$ cat config.mk
export PLATFORM = sky130hd
export DESIGN_NAME = instruction_fetcher
export DESIGN_NICKNAME = d
export VERILOG_FILES = /design/src/rtl/instruction_fetcher.sv
export SDC_FILE = /design/constraint.sdc
export NUM_CORES = 1
export LEC_CHECK = 0
export ABC_AREA = 1
export BUFFER_PORTS_ARGS = -buffer_cell sky130_fd_sc_hd__buf_2
export CAP_MARGIN = 10
export CORE_ASPECT_RATIO = 0.6
export CORE_UTILIZATION = 44
export CTS_CLUSTER_SIZE = 12
export DETAILED_ROUTE_END_ITERATION = 16
export MAX_ROUTING_LAYER = met4
export SETUP_SLACK_MARGIN = 0.5
export SLEW_MARGIN = 30
export SYNTH_ARGS = -nofsm -noshare
export SYNTH_HDL_FRONTEND = slang
export SYNTH_SLANG_ARGS = --single-unit
$ cat constraint.sdc
create_clock -name clk_in -period 22.3 [get_ports clk_in]
set_input_delay 0 -clock clk_in [delete_from_list [all_inputs] [get_ports clk_in]]
set_output_delay 0 -clock clk_in [all_outputs]
set_load 0.02 [all_outputs]
$ cat src/rtl/instruction_fetcher.sv
// Fetch front end: owns the PC, issues one cache fetch at a time, follows JAL
// statically and buffers {inst, pc, predicted pc} in a small FIFO for decode.
module instruction_fetcher #(
    parameter int          QUEUE_BITS = 2,
    parameter logic [31:0] RESET_PC   = 32'h0
) (
    input  logic        clk_in,
    input  logic        rst_in,
    input  logic        rdy_in,
    output logic        i_waiting,
    output logic [31:0] i_addr,
    input  logic [31:0] i_result,
    input  logic        i_m_ready,
    output logic        dec_valid,
    input  logic        dec_ready,
    output logic [31:0] dec_inst,
    output logic [31:0] dec_pc,
    output logic [31:0] dec_pred_pc,
    input  logic        flush,
    input  logic [31:0] flush_pc,
    output logic [1:0]  dbg_state
);

    localparam int DEPTH = 1 << QUEUE_BITS;
    localparam logic [QUEUE_BITS:0] FULL = {1'b1, {QUEUE_BITS{1'b0}}};

    typedef enum logic [1:0] {
        ST_IDLE    = 2'd0,
        ST_WAIT    = 2'd1,
        ST_DISCARD = 2'd2
    } state_t;

    // Handshakes: the cache response is taken only while i_waiting is high and
    // i_m_ready is set; a decoder pop happens when dec_valid && dec_ready.
    // Everything is frozen while rdy_in is low; flush overrides push and pop.
    state_t                  state_q, state_d;
    logic [31:0]             pc_q, pc_d;
    logic                    waiting_q, waiting_d;
    logic [31:0]             addr_q, addr_d;
    logic [QUEUE_BITS-1:0]   head_q, head_d;
    logic [QUEUE_BITS-1:0]   tail_q, tail_d;
    logic [QUEUE_BITS:0]     count_q, count_d;
    logic [31:0]             fifo_inst_q [DEPTH];
    logic [31:0]             fifo_pc_q   [DEPTH];
    logic [31:0]             fifo_pred_q [DEPTH];

    logic        push;
    logic        pop;
    logic [31:0] jal_imm;
    logic [31:0] pred_pc;

    assign jal_imm = {{11{i_result[31]}}, i_result[31], i_result[19:12],
                      i_result[20], i_result[30:21], 1'b0};
    assign pred_pc = (i_result[6:0] == 7'b1101111) ? (addr_q + jal_imm)
                                                   : (addr_q + 32'd4);

    assign push = (state_q == ST_WAIT) && i_m_ready && !flush;
    assign pop  = (count_q != '0) && dec_ready && !flush;

    always_comb begin
        state_d   = state_q;
        pc_d      = pc_q;
        waiting_d = waiting_q;
        addr_d    = addr_q;
        head_d    = head_q;
        tail_d    = tail_q;
        count_d   = count_q;
        if (flush) begin
            pc_d    = flush_pc;
            head_d  = '0;
            tail_d  = '0;
            count_d = '0;
            // An in-flight cache access cannot be cancelled; its word is dropped.
            if (state_q != ST_IDLE) begin
                if (i_m_ready) begin
                    waiting_d = 1'b0;
                    state_d   = ST_IDLE;
                end else begin
                    state_d   = ST_DISCARD;
                end
            end
        end else begin
            if (pop)  head_d = head_q + 1'b1;
            if (push) tail_d = tail_q + 1'b1;
            case ({push, pop})
                2'b10:   count_d = count_q + 1'b1;
                2'b01:   count_d = count_q - 1'b1;
                default: count_d = count_q;
            endcase
            case (state_q)
                ST_IDLE: begin
                    if (count_q < FULL) begin
                        waiting_d = 1'b1;
                        addr_d    = pc_q;
                        state_d   = ST_WAIT;
                    end
                end
                ST_WAIT: begin
                    if (i_m_ready) begin
                        pc_d      = pred_pc;
                        waiting_d = 1'b0;
                        state_d   = ST_IDLE;
                    end
                end
                ST_DISCARD: begin
                    if (i_m_ready) begin
                        waiting_d = 1'b0;
                        state_d   = ST_IDLE;
                    end
                end
                default: state_d = ST_IDLE;
            endcase
        end
    end

    always_ff @(posedge clk_in or posedge rst_in) begin
        if (rst_in) begin
            state_q   <= ST_IDLE;
            pc_q      <= RESET_PC;
            waiting_q <= 1'b0;
            addr_q    <= '0;
            head_q    <= '0;
            tail_q    <= '0;
            count_q   <= '0;
            for (int i = 0; i < DEPTH; i++) begin
                fifo_inst_q[i] <= '0;
                fifo_pc_q[i]   <= '0;
                fifo_pred_q[i] <= '0;
            end
        end else if (rdy_in) begin
            state_q   <= state_d;
            pc_q      <= pc_d;
            waiting_q <= waiting_d;
            addr_q    <= addr_d;
            head_q    <= head_d;
            tail_q    <= tail_d;
            count_q   <= count_d;
            if (push) begin
                fifo_inst_q[tail_q] <= i_result;
                fifo_pc_q[tail_q]   <= addr_q;
                fifo_pred_q[tail_q] <= pred_pc;
            end
        end
    end

    assign i_waiting   = waiting_q;
    assign i_addr      = addr_q;
    assign dec_valid   = (count_q != '0);
    assign dec_inst    = fifo_inst_q[head_q];
    assign dec_pc      = fifo_pc_q[head_q];
    assign dec_pred_pc = fifo_pred_q[head_q];
    assign dbg_state   = state_q;

endmodule

==> run summary <==
Clk pwr share -> 0.208
worst-margin pin slew -> 958.2 ps
All-Layer GR Usage -> 0.2921
combinational power share -> 0.443
PwrDens -> 132.3 nW/um^2
CP Cell Sequence -> inv_4, buf_4, buf_4, o21ai_0, o22ai_1, buf_2
DRT antenna net count -> 0
crit path DAT -> 4090 ps
first-pass GRT wire length -> 116.0 mm
max frequency -> 0.2447 GHz
root buf cell -> clkbuf_16
DRC -> 0
Crit. End Element -> output port
deepest clock path buffer count -> 3
Die Span X -> 296.2 um
CORE AREA -> 51090 sq um
fin crit period -> 4086 ps
Syn Std Cell Area -> 22860 sq um
share of cells above drive strength 1 -> 0.1105
Int Pwr -> 1914 uW
Sw Ratio -> 0.4513
RSZ-0062 raised after global routing -> no
final worst path period share -> 0.1832
Area growth syn-to-layout -> 15.33%
# IOs -> 202
Ys Warns -> 0
Initial DRC Count -> 2065
vias post-DR -> 21060
setup TNS -> 0 ps
status -> completed
largest net degree at the start of global routing -> 183
cell count after synthesis -> 2946
die area -> 52890 sq um
# port buffers -> 201
number of synthesized flops with an enable pin -> 0
Final Hold Fails -> 0
Worst path slowest cell -> buf_4
Final Wtd Congestion -> 0.9963
Hold Path Class -> input port to register
post-synthesis async set-or-reset flop share -> 1.000
Resize count post-CTS -> 0
crit-path most repeated cell -> buf_4
initial antenna violation count -> 1
hold buffer count at cts -> 76
Avg WL per Cell -> 19.51 um
post-layout util -> 0.5160
relative slew slack -> 0.3544
vias in the first global route -> 19640
Peak VDD IR -> 0.00006064 V
Total Nets Final -> 3231
Synth Register Bits -> 454
Final Skew -> 23.03 ps
CTS tree -> done
Crit path required time -> 22300 ps
top_reg_cell synth -> dfrtp_1
first-pass detailed-route iteration total -> 6
Final HPWL DP -> 50.15 mm
Initial Util -> 0.4474
max_cap viols -> 0
placed insts -> 3691
vias per inst -> 5.491
count of pins over their slew limit -> 0
CP bufs+invs -> 4
sw power -> 1574 uW
CTS Buf Count -> 45
register share of total power -> 0.350
syn nets -> 3055
startpoint types -> register
Chip Height -> 178.5 um
syn avg cell area -> 7.759 sq um
crit path kind -> register to output port
Final Setup Violations -> 0
Seq/Total Area, Yosys -> 0.4970
Max stage delay on crit path -> 780 ps
final wirelength -> 74.83 mm
grt total ovfl -> 0
crit-path max FO -> 84
crit-path leading delay family -> buffers and inverters
clock latency on the worst-skew pair -> 570 ps
setup ws final -> 18210 ps
H-tree depth -> 2
post-CTS setup repair buffer count -> 0
Non-Filler Instances -> 3836
number of cell rows -> 64
Pleak -> 0.01306 uW
CTS Sinks -> 454
Post-Place Worst Slack -> 18850 ps
clk slew on worst S/H paths -> 70 ps
Synth cell types -> 41
-- per-stage QoR --
| stage | hold slack [ps] | instance area (sq um) | power, uW |
|---|---|---|---|
| floorplan | 154.6 | 22860 | 2196 |
| global placement | 253.8 | 24210 | 2716 |
| detailed placement | 264.1 | 24210 | 2741 |
| CTS | 22.88 | 26310 | 3486 |
| global route | 59.27 | 26360 | 3721 |
| finish | 45.63 | 26360 | 3488 |
-- cell type report --
| class | count | area [sq um] |
|---|---|---|
| diodes | 3 | 7.507 |
| multi-input cells | 2084 | 9898 |
| clock inverters | 2 | 13.76 |
| inverters | 237 | 904.6 |
| repair buffers | 300 | 1987 |
| flip-flops and latches | 454 | 11370 |
| clock buffers | 63 | 1316 |
| fillers | 4998 | 24730 |
| well taps | 693 | 867.1 |
-- flip-flops by register name, indices dropped and copies added (netlist names), 2 cells and up --
name         flops
i_addr          32
count_q          3
fifo_inst_q    128
tail_q           2
fifo_pc_q      128
pc_q            32
dbg_state        2
fifo_pred_q    124
head_q           2
-- layout by cell type, fill, tap and decap left out, types with 47 or more instances in the layout --
master	instances
nor2_1	384
o22ai_1	99
dfrtp_1	452
dlygate4sd3_1	76
o21ai_0	539
nand2_1	715
a21oi_1	58
inv_1	222
nand3_1	75
a31oi_1	60
buf_2	201
clkbuf_16	47
-- power by group through the flow --
stage / Sequential, uW / Combinational [uW] / Clock (uW)
2_1_floorplan: 1190 / 1000 / 0
3_3_place_gp: 1220 / 1490 / 0
3_5_place_dp: 1230 / 1510 / 0
4_1_cts: 1220 / 1540 / 735
5_1_grt: 1240 / 1710 / 770
6_report: 1220 / 1540 / 724
-- routing by layer --
| layer | vias up | track usage | share of wire |
|---|---|---|---|
| met3 | 92 | 0.05520 | 0.076 |
| li1 | 10000 | - | - |
| met5 | - | - | 0 |
| met1 | 10190 | 0.4257 | 0.47 |
| met2 | 776 | 0.4262 | 0.43 |
| met4 | 0 | 0.05004 | 0.016 |
-- worst min-delay path: cells and delay by family --
family | cells | cell delay (ps)
AOI/OAI and AO/OA | 2 | 330
buffers and inverters | 1 | 240
-- final timing paths --
| path | start | to | slack [ps] | cells after the start |
|---|---|---|---|---|
| min reg2reg | fifo_pc_q[36] | fifo_pc_q[36] | 480 | 2 |
| min in group asynchronous | rst_in | fifo_pred_q[2] | 80 | 3 |
| max in group asynchronous | rst_in | fifo_inst_q[98] | 20110 | 5 |
| max reg2reg | i_addr[2] | pc_q[9] | 19100 | 11 |
| min | flush | pc_q[3] | 50 | 3 |
| max | head_q[0] | dec_inst[26] | 18210 | 6 |
-- cell families (layout without fill, tap and decap cells) --
family                     Yosys count  after routing  share of synthesized area
and+or+nand+nor                   1237           1237                     0.2173
other                                0              3                          0
AOI/OAI and AO/OA                  787            787                     0.1847
DFF                                454            454                     0.4970
buffers and inverters              408            602                    0.07089
xor gates and xnor gates            21             21                   0.008047
adders and majority gates           39             39                    0.02201
-- cell usage after synthesis (12+ instances only) --
| cell | instances | area (sq um) |
|---|---|---|
| a31oi_1 | 60 | 375.4 |
| nand4_1 | 12 | 75.07 |
| nand2_1 | 715 | 2684 |
| ha_1 | 37 | 462.9 |
| dfrtp_1 | 454 | 11360 |
| nor2_1 | 385 | 1445 |
| nand3_1 | 75 | 375.4 |
| nand2_2 | 13 | 81.33 |
| a21oi_1 | 58 | 290.3 |
| xor2_1 | 18 | 157.7 |
| o22ai_1 | 99 | 619.3 |
| clkbuf_1 | 99 | 371.6 |
| inv_1 | 228 | 855.8 |
| o21ai_0 | 539 | 2698 |
| buf_2 | 62 | 310.3 |
(Power assumes the default switching activity.)
